--- src/rtl/bcd_to_number_module.sv ---
`default_nettype none
// ============================================================================
//  Module      : bcd_to_number_module
//  Description : Sequential six-digit BCD to 20-bit binary converter.
//                One multiply-by-10-and-add step per clock, most significant
//                digit first. A start pulse in IDLE captures all six digits.
//                Seven cycles later a one-cycle done pulse presents the binary
//                result together with an error flag. The error flag is raised
//                when any captured digit was above 9, and in that case the
//                result is forced to zero.
//
//  Ports       : clk_i          - system clock, rising edge
//                rst_i          - synchronous reset, active-high
//                start_i        - conversion request, sampled only in IDLE
//                dat_1_i..6_i   - BCD digits, 10^0 .. 10^5
//                number_data_o  - converted value, held until next completion
//                busy_o         - high while a conversion is in progress
//                done_o         - one-cycle completion pulse
//                err_o          - invalid-digit flag, held with number_data_o
//
//  Revision    : 1.0 - initial release
// ============================================================================
module bcd_to_number_module (
    input  logic        clk_i,
    input  logic        rst_i,
    input  logic        start_i,
    input  logic [3:0]  dat_1_i,
    input  logic [3:0]  dat_2_i,
    input  logic [3:0]  dat_3_i,
    input  logic [3:0]  dat_4_i,
    input  logic [3:0]  dat_5_i,
    input  logic [3:0]  dat_6_i,
    output logic [19:0] number_data_o,
    output logic        busy_o,
    output logic        done_o,
    output logic        err_o
);

    localparam logic [2:0] C_LAST_DIGIT = 3'd5;
    localparam logic [3:0] C_MAX_DIGIT  = 4'd9;

    typedef enum logic [0:0] {
        S_IDLE = 1'b0,
        S_CONV = 1'b1
    } state_t;

    state_t       r_state;
    state_t       w_state_nxt;

    logic [23:0]  r_digits;
    logic [23:0]  w_digits_nxt;
    logic [19:0]  r_acc;
    logic [19:0]  w_acc_nxt;
    logic [2:0]   r_cnt;
    logic [2:0]   w_cnt_nxt;
    logic         r_err;
    logic         w_err_nxt;

    logic [19:0]  r_number;
    logic [19:0]  w_number_nxt;
    logic         r_err_out;
    logic         w_err_out_nxt;
    logic         r_done;
    logic         w_done_nxt;

    logic         w_any_bad;
    logic [19:0]  w_acc_x10;
    logic [19:0]  w_sum;

    // Any digit outside 0..9 marks the whole conversion as invalid.
    assign w_any_bad = (dat_1_i > C_MAX_DIGIT) | (dat_2_i > C_MAX_DIGIT) |
                       (dat_3_i > C_MAX_DIGIT) | (dat_4_i > C_MAX_DIGIT) |
                       (dat_5_i > C_MAX_DIGIT) | (dat_6_i > C_MAX_DIGIT);

    // acc*10 as (acc<<3)+(acc<<1). Working in 20 bits gives exactly the
    // low 20 bits of the 24-bit product, so the truncation matches. Valid
    // digits never reach the truncation point because 999999 < 2^20.
    assign w_acc_x10 = (r_acc << 3) + (r_acc << 1);
    assign w_sum     = w_acc_x10 + {16'd0, r_digits[23:20]};

    // ------------------------------------------------------------------
    // State and datapath registers
    // ------------------------------------------------------------------
    always_ff @(posedge clk_i) begin
        if (rst_i) begin
            r_state   <= S_IDLE;
            r_digits  <= 24'd0;
            r_acc     <= 20'd0;
            r_cnt     <= 3'd0;
            r_err     <= 1'b0;
            r_number  <= 20'd0;
            r_err_out <= 1'b0;
            r_done    <= 1'b0;
        end else begin
            r_state   <= w_state_nxt;
            r_digits  <= w_digits_nxt;
            r_acc     <= w_acc_nxt;
            r_cnt     <= w_cnt_nxt;
            r_err     <= w_err_nxt;
            r_number  <= w_number_nxt;
            r_err_out <= w_err_out_nxt;
            r_done    <= w_done_nxt;
        end
    end

    // ------------------------------------------------------------------
    // Next-state and datapath logic
    // ------------------------------------------------------------------
    always_comb begin
        w_state_nxt   = r_state;
        w_digits_nxt  = r_digits;
        w_acc_nxt     = r_acc;
        w_cnt_nxt     = r_cnt;
        w_err_nxt     = r_err;
        w_number_nxt  = r_number;
        w_err_out_nxt = r_err_out;
        w_done_nxt    = 1'b0;

        case (r_state)
            S_IDLE: begin
                if (start_i) begin
                    // Most significant digit goes to the top nibble so it
                    // is consumed first.
                    w_digits_nxt = {dat_6_i, dat_5_i, dat_4_i,
                                    dat_3_i, dat_2_i, dat_1_i};
                    w_acc_nxt    = 20'd0;
                    w_cnt_nxt    = 3'd0;
                    w_err_nxt    = w_any_bad;
                    w_state_nxt  = S_CONV;
                end
            end

            S_CONV: begin
                // start_i is deliberately ignored here: no queueing.
                w_acc_nxt    = w_sum;
                w_digits_nxt = {r_digits[19:0], 4'd0};
                w_cnt_nxt    = r_cnt + 3'd1;
                if (r_cnt == C_LAST_DIGIT) begin
                    w_number_nxt  = r_err ? 20'd0 : w_sum;
                    w_err_out_nxt = r_err;
                    w_done_nxt    = 1'b1;
                    w_state_nxt   = S_IDLE;
                end
            end

            default: begin
                w_state_nxt = S_IDLE;
            end
        endcase
    end

    assign number_data_o = r_number;
    assign err_o         = r_err_out;
    assign done_o        = r_done;
    assign busy_o        = (r_state == S_CONV);

endmodule
`default_nettype wire

--- config.mk ---
export PLATFORM = sky130hd
export DESIGN_NAME = bcd_to_number_module
export DESIGN_NICKNAME = d
export VERILOG_FILES = /design/src/rtl/bcd_to_number_module.sv
export SDC_FILE = /design/constraint.sdc
export NUM_CORES = 1
export LEC_CHECK = 0
export CAP_MARGIN = 20
export CORE_MARGIN = 1
export CORE_UTILIZATION = 55
export CTS_CLUSTER_DIAMETER = 120
export CTS_CLUSTER_SIZE = 10
export DETAILED_ROUTE_END_ITERATION = 6
export GPL_TIMING_DRIVEN = 0
export PLACE_DENSITY = 0.76
export SLEW_MARGIN = 10
export SYNTH_ARGS = -nofsm -noshare
export SYNTH_HDL_FRONTEND = slang
export SYNTH_SLANG_ARGS = --single-unit
--- constraint.sdc ---
create_clock -name clk_i -period 7.9 [get_ports clk_i]
set_clock_uncertainty 0.05 [all_clocks]
set_input_delay 0.79 -clock clk_i [delete_from_list [all_inputs] [get_ports clk_i]]
set_output_delay 0.79 -clock clk_i [all_outputs]
set_load 0.02 [all_outputs]
==> results of run 1 <==
## sequential cells by signal, summed over array words and instances, names as in the netlist
register	count
r_acc	19
done_o	1
r_err	1
number_data_o	20
r_cnt	3
err_o	1
busy_o	1
r_digits	24
## final timing paths
check | start | end | slack (ns) | depth (start not counted)
setup / recovery | r_digits[23] | r_acc[17] | 4.74 | 11
hold / removal | number_data_o[17] | number_data_o[17] | 0.41 | 2
setup reg to reg | r_digits[23] | r_acc[17] | 4.74 | 11
hold reg to reg | number_data_o[17] | number_data_o[17] | 0.41 | 2
## cell type report
class	instances	area, um^2
clock inverters	3	42.5
fillers	548	1940
well taps	77	96.3
clock buffers	12	165
inverters	10	37.5
repair buffers	48	480
plain buffers	19	77.6
multi-input cells	317	2180
flip-flops and latches	70	1400
## kinds of logic after synthesis
kind of cell    share of synthesized area (%)
mux                                      7.35
flops                                    37.9
xor+xnor                                 3.79
fa+ha+maj                                13.3
simple gates                             14.6
compound gates                           19.9
buf+inv                                  3.12
## per-stage QoR
stage / hold WS, ns / instance area [um^2] / std cells / setup slack (ns)
after global placement: 0.388 / 4270 / 541 / 4.78
after global routing: 0.434 / 4480 / 556 / 4.56
final: 0.412 / 4480 / 556 / 4.74
after CTS: 0.413 / 4480 / 556 / 4.72
after floorplan: 0.382 / 3690 / 416 / 5.05
after detailed placement: 0.403 / 4270 / 541 / 4.75
## routing by layer
layer  vias to the layer above  part of all wire (%)  GRT usage, %
li1                       1603                     -             -
met4                         0                   1.3          9.40
met2                        83                    44          38.5
met3                        10                   5.8          3.86
met5                         -                     0             0
met1                      1466                    49          37.4
## critical path, stage by stage, from the launching register on
cell	delay [ns]
dfxtp_1	0.34
inv_1	0.07
fa_1	0.59
inv_1	0.06
ha_1	0.30
a211o_1	0.34
a211oi_2	0.30
nor2_1	0.09
a221o_1	0.36
a31oi_1	0.22
xor2_1	0.22
o21ai_1	0.10
## cell usage in the layout (no fill, tap or decap), types with 2 or more instances in the layout
cell              n
a211o_1           2
a21o_1            2
a21o_2            5
a21oi_1          43
a22o_1           17
a22oi_1           2
a31oi_1           7
and2_2            2
and3_1           10
buf_1             5
buf_2             2
clkbuf_1         11
clkbuf_8         12
clkdlybuf4s50_1  48
dfxtp_1          70
fa_1              2
ha_1             36
inv_1            10
mux2i_1          26
nand2_1          13
nand2b_1          5
nand3_1           3
nor2_1           74
nor2b_1           4
nor3_1            5
o211a_1           2
o211ai_1          2
o21ai_0          11
o21ai_1          11
xnor2_1           8
xor2_1            8
## Yosys cell counts (10+ instances only)
master / n / area share, %
a21oi_1: 43 / 5.8
a22o_1: 17 / 4.0
and3_1: 10 / 1.7
clkbuf_1: 11 / 1.1
dfxtp_1: 70 / 38
ha_1: 36 / 12
inv_1: 10 / 1.0
mux2i_1: 26 / 7.0
nand2_1: 13 / 1.3
nor2_1: 74 / 7.5
o21ai_0: 11 / 1.5
o21ai_1: 11 / 1.5
## report_power, final
group | total [mW] | switching (mW) | leakage (nW) | internal [mW]
Clock | 0.303 | 0.134 | 0.104 | 0.170
Combinational | 0.0747 | 0.0420 | 1.40 | 0.0327
Sequential | 0.370 | 0.00750 | 0.568 | 0.362
Total | 0.748 | 0.183 | 2.07 | 0.565
==> results by group, run 1 <==
Floorplanning
  – Initial Util: 57.5%
  – Num rows: 29
  – Die height: 84.0 um
  – Die extent in x: roughly 84 um
  – CORE AREA: about 6400 um^2
  – Top Ports: 50
  – Die area: slightly above 7000 um^2

Yosys
  – Mean Syn Cell Area: roughly 8.9 um^2
  – Post-synthesis instance area: roughly 3700 um^2
  – Post-synth EDFFs: 0
  – Ys async rst share: 0%
  – Synthesized instance count: between 400 and 500
  – Register area share after synthesis: 37.9%
  – Seq cells post-synth: 70
  – Syn Nets: 481
  – Main synth FF type: dfxtp_1
  – Ys Warns: 0
  – Unique cell type count in the Yosys netlist: 47

Power
  – P per Cell Area: roughly 170 nW/um^2
  – Power Total: between 0.7 and 0.8 mW
  – Maximum vdd drop: 0.104 mV
  – Pleak: 2.07 nW

Placement
  – DP HPWL: ~6400 um
  – GPL Wtd Cong: approximately 0.86
  – Port buffer count: 48

Timing
  – Final slew viol count: 0
  – Final setup viols: 0
  – Worst Tran Pin Value: ~1.1 ns
  – Min Tclk post-route: approximately 3.2 ns
  – Hold Vio Cnt, Final: 0
  – Slew HR: between 20% and 30%
  – Setup TNS: 0 ns
  – Fmax: 317 MHz
  – RSZ-0062 raised after global routing: no
  – Part of the cycle the worst path needs: approximately 40%

Run status
  – Outcome: finished, violations left
  – Failing checks: design-rule violations

Critical path
  – Critical Path End Type: flip-flop
  – Crit Path Class: flip-flop to flip-flop
  – CP required: 8.08 ns
  – Worst-path fanout max: 2
  – Type of origin of the critical path: flip-flop
  – Critical path data arrival time: 3.33 ns

CTS
  – Clock insertion delay at the later pin of the skew report: approximately 0.34 ns
  – CTS tree: yes
  – Clock Sinks: 70
  – CTS H-tree depth: 3
  – Clock Path Buffers: 2
  – CTS buffer count: 9
  – Post-CTS Resized: 0
  – Clock slew at the register clock pins of the worst setup and hold paths: 0.07 ns
  – Hold buffers post-CTS: 0
  – Root Driver: clkbuf_8
  – Setup repair bufs after CTS: 0

Final layout
  – Post-layout util: ~70%
  – Antenna diodes: 0
  – Final #Nets: 540
  – Layout cells sized above 1: about 5.6%
  – Synth-to-Final Area Change: 21.2%

Global routing
  – Global-route wire length before repair: 14400 um
  – Largest net degree at the start of global routing: 12
  – Initial antenna violation count: 0
  – GR Overflow Total: 0
  – Vias in the first global route: slightly below 3000
  – Tot GR Track Use: around a quarter

Routing
  – DR pass1 iterations: 7
  – Vias per cell: approximately 5.7
  – DR vias: 3162
  – Post-route ant nets: 0
  – DR iter-0 viols: 146
  – Routed WL: around 8700 um
  – DR DRC count: 6
  – Routed wire per std cell: about 16 um

Min path
  – Hold WC Path Type: flip-flop to flip-flop

Run
  – MaxCap Viol Count: 0
Power figures use the tool's default switching activity.
==> run 2, diff against run 1 <==
==> constraint.sdc (replaced) <==
create_clock -name clk_i -period 3.3 [get_ports clk_i]
set_clock_uncertainty 0.05 [all_clocks]
set_input_delay 0.33 -clock clk_i [delete_from_list [all_inputs] [get_ports clk_i]]
set_output_delay 0.33 -clock clk_i [all_outputs]
set_load 0.02 [all_outputs]
==> results by group, run 2 (same netlist as run 1, synthesis figures left out) <==
Global routing
  – Vias in the first global route: 2944
  – Tot GR Track Use: between 20% and 30%
  – Largest net degree at the start of global routing: 12
  – Global-route wire length before repair: roughly 14000 um
  – Initial antenna violation count: 0
  – GR Overflow Total: 0

Timing
  – Min Tclk post-route: between 3 and 4 ns
  – Fmax: between 300 and 400 MHz
  – Slew HR: a little over a quarter
  – RSZ-0062 raised after global routing: no
  – Setup TNS: 0 ns
  – Hold Vio Cnt, Final: 0
  – Worst Tran Pin Value: 1.08 ns
  – Final setup viols: 0
  – Final slew viol count: 0
  – Part of the cycle the worst path needs: between 90 and 100%

Critical path
  – Slowest-stage cell, CP: fa_1
  – Type of origin of the critical path: flip-flop
  – Critical path data arrival time: ~3.3 ns
  – Worst-path fanout max: 2
  – CP dominant cell by count: inv_1
  – CP required: between 3 and 4 ns
  – Largest stage delay, worst path: between 0.5 and 0.6 ns
  – Critical Path End Type: flip-flop
  – Critical Path, Cell by Cell: inv_1, fa_1, inv_1, ha_1, a211o_1, a211oi_2, nor2_1, a221o_1, a31oi_1, xor2_1, o21ai_1
  – Crit Path Class: flip-flop to flip-flop

Power
  – Net Sw Power: 0.439 mW
  – Internal power contribution: approximately 1.4 mW
  – Maximum vdd drop: around 0.25 mV
  – P per Cell Area: between 300 and 400 nW/um^2
  – Combinational share of power: 10.0%
  – Pleak: between 2 and 2.5 nW
  – Share of power burned in registers: approximately half
  – Clk pwr share: a little over 40%
  – Net Sw Frac: around 25%

Final layout
  – Biggest register: r_digits
  – Design area: 4480 um^2
  – Commonest non-fill, non-tap cell in the layout: nor2_1
  – Final #Nets: between 500 and 600
  – Synth-to-Final Area Change: 21.2%
  – Most frequent cells in the layout: nor2_1, dfxtp_1, clkdlybuf4s50_1
  – Antenna diodes: 0
  – # fillers: 548
  – Largest register FFs: 24
  – Non-Filler Instances: between 500 and 600
  – Layout cells sized above 1: about 5.6%
  – Post-layout util: between 60% and 70%

Min path
  – Hold WC Path Type: input pin to flip-flop

Floorplanning
  – Top Ports: 50
  – Initial Util: between 50% and 60%
  – Num rows: 29
  – Die height: approximately 84 um
  – Die extent in x: 84.0 um
  – CORE AREA: around 6400 um^2
  – Die area: slightly above 7000 um^2

CTS
  – Root Driver: clkbuf_8
  – Clock insertion delay at the later pin of the skew report: 0.34 ns
  – Hold buffers post-CTS: 0
  – CTS buffer count: 9
  – Clock Path Buffers: 2
  – CTS tree: yes
  – Clock Sinks: 70
  – Clock slew at the register clock pins of the worst setup and hold paths: 0.07 ns
  – CTS H-tree depth: 3

Routing
  – Routed WL: 8750 um
  – DR pass1 iterations: 7
  – DR DRC count: 6
  – DR iter-0 viols: 123
  – DR vias: between 3000 and 4000
  – Post-route ant nets: 0
  – Vias per cell: between 5 and 6
  – Routed wire per std cell: approximately 16 um

Run status
  – Failing checks: design-rule violations
  – Outcome: finished, violations left

Placement
  – GPL Wtd Cong: roughly 0.86
  – Port buffer count: 48
  – Inst Count DP: between 500 and 600
  – DP HPWL: ~6400 um
  – Placed Area: 4270 um^2

Run
  – MaxCap Viol Count: 0
run 2: cell counts in the layout (fill, tap and decap cells not counted):
Identical to the previous run, type by type.
run 2: power groups by stage:
stage                     sequential, mW  combinational (mW)  clock [mW]
after floorplan                    0.899               0.110           0
after global placement             0.904               0.173           0
after detailed placement           0.904               0.176           0
after CTS                          0.885               0.178       0.729
after global routing               0.888               0.199       0.766
final                              0.885               0.179       0.726
run 2: per-layer routing:
metal	wire length (um)	part of all wire [%]	GRT usage, %	vias to the layer above
met5	0	0	0	-
met4	115	1.3	9.40	0
met3	413	4.7	3.86	11
met2	3890	44	38.5	82
met1	4340	50	37.4	1485
li1	-	-	-	1604
run 2: per-stage QoR:
step	hold WS (ns)	worst slack (ns)	power, mW
floorplan	0.382	0.451	1.01
global placement	0.388	0.177	1.08
detailed placement	0.403	0.148	1.08
CTS	0.365	0.122	1.79
global route	0.377	0.0315	1.85
finish	0.375	0.200	1.79
run 2: critical path: cells and delay by family (launching register included):
family | cells | cell delay [ns]
buffers and inverters | 2 | 0.13
flip-flops | 1 | 0.35
XOR/XNOR | 1 | 0.22
AND/OR/NAND/NOR | 1 | 0.09
AO/OA/AOI/OAI | 5 | 1.27
adder cells (fa/ha/maj) | 2 | 0.89
run 2: layout make-up:
| type | instances | area (um^2) | area share [%] |
|---|---|---|---|
| repair buffers | 48 | 480 | 10.7 |
| flip-flops and latches | 70 | 1400 | 31.3 |
| plain buffers | 19 | 77.6 | 1.73 |
| clock inverters | 3 | 42.5 | 0.950 |
| well taps | 77 | 96.3 | 2.15 |
| inverters | 10 | 37.5 | 0.838 |
| multi-input cells | 317 | 2180 | 48.6 |
| clock buffers | 12 | 165 | 3.69 |
run 2: path summary, 6_finish.rpt:
check / slack (ns) / endpoint / cells after the start / startpoint
max reg2reg: 0.20 / r_acc[17] / 11 / r_digits[23]
min: 0.38 / r_acc[12] / 3 / rst_i
max: 0.20 / r_acc[17] / 11 / r_digits[23]
min reg2reg: 0.41 / number_data_o[17] / 2 / number_data_o[17]
run 2: repair_timing:
item,4_1_cts,5_1_grt
setup endpoints to repair,0,2
buffers inserted,0,0
resized for setup,0,0
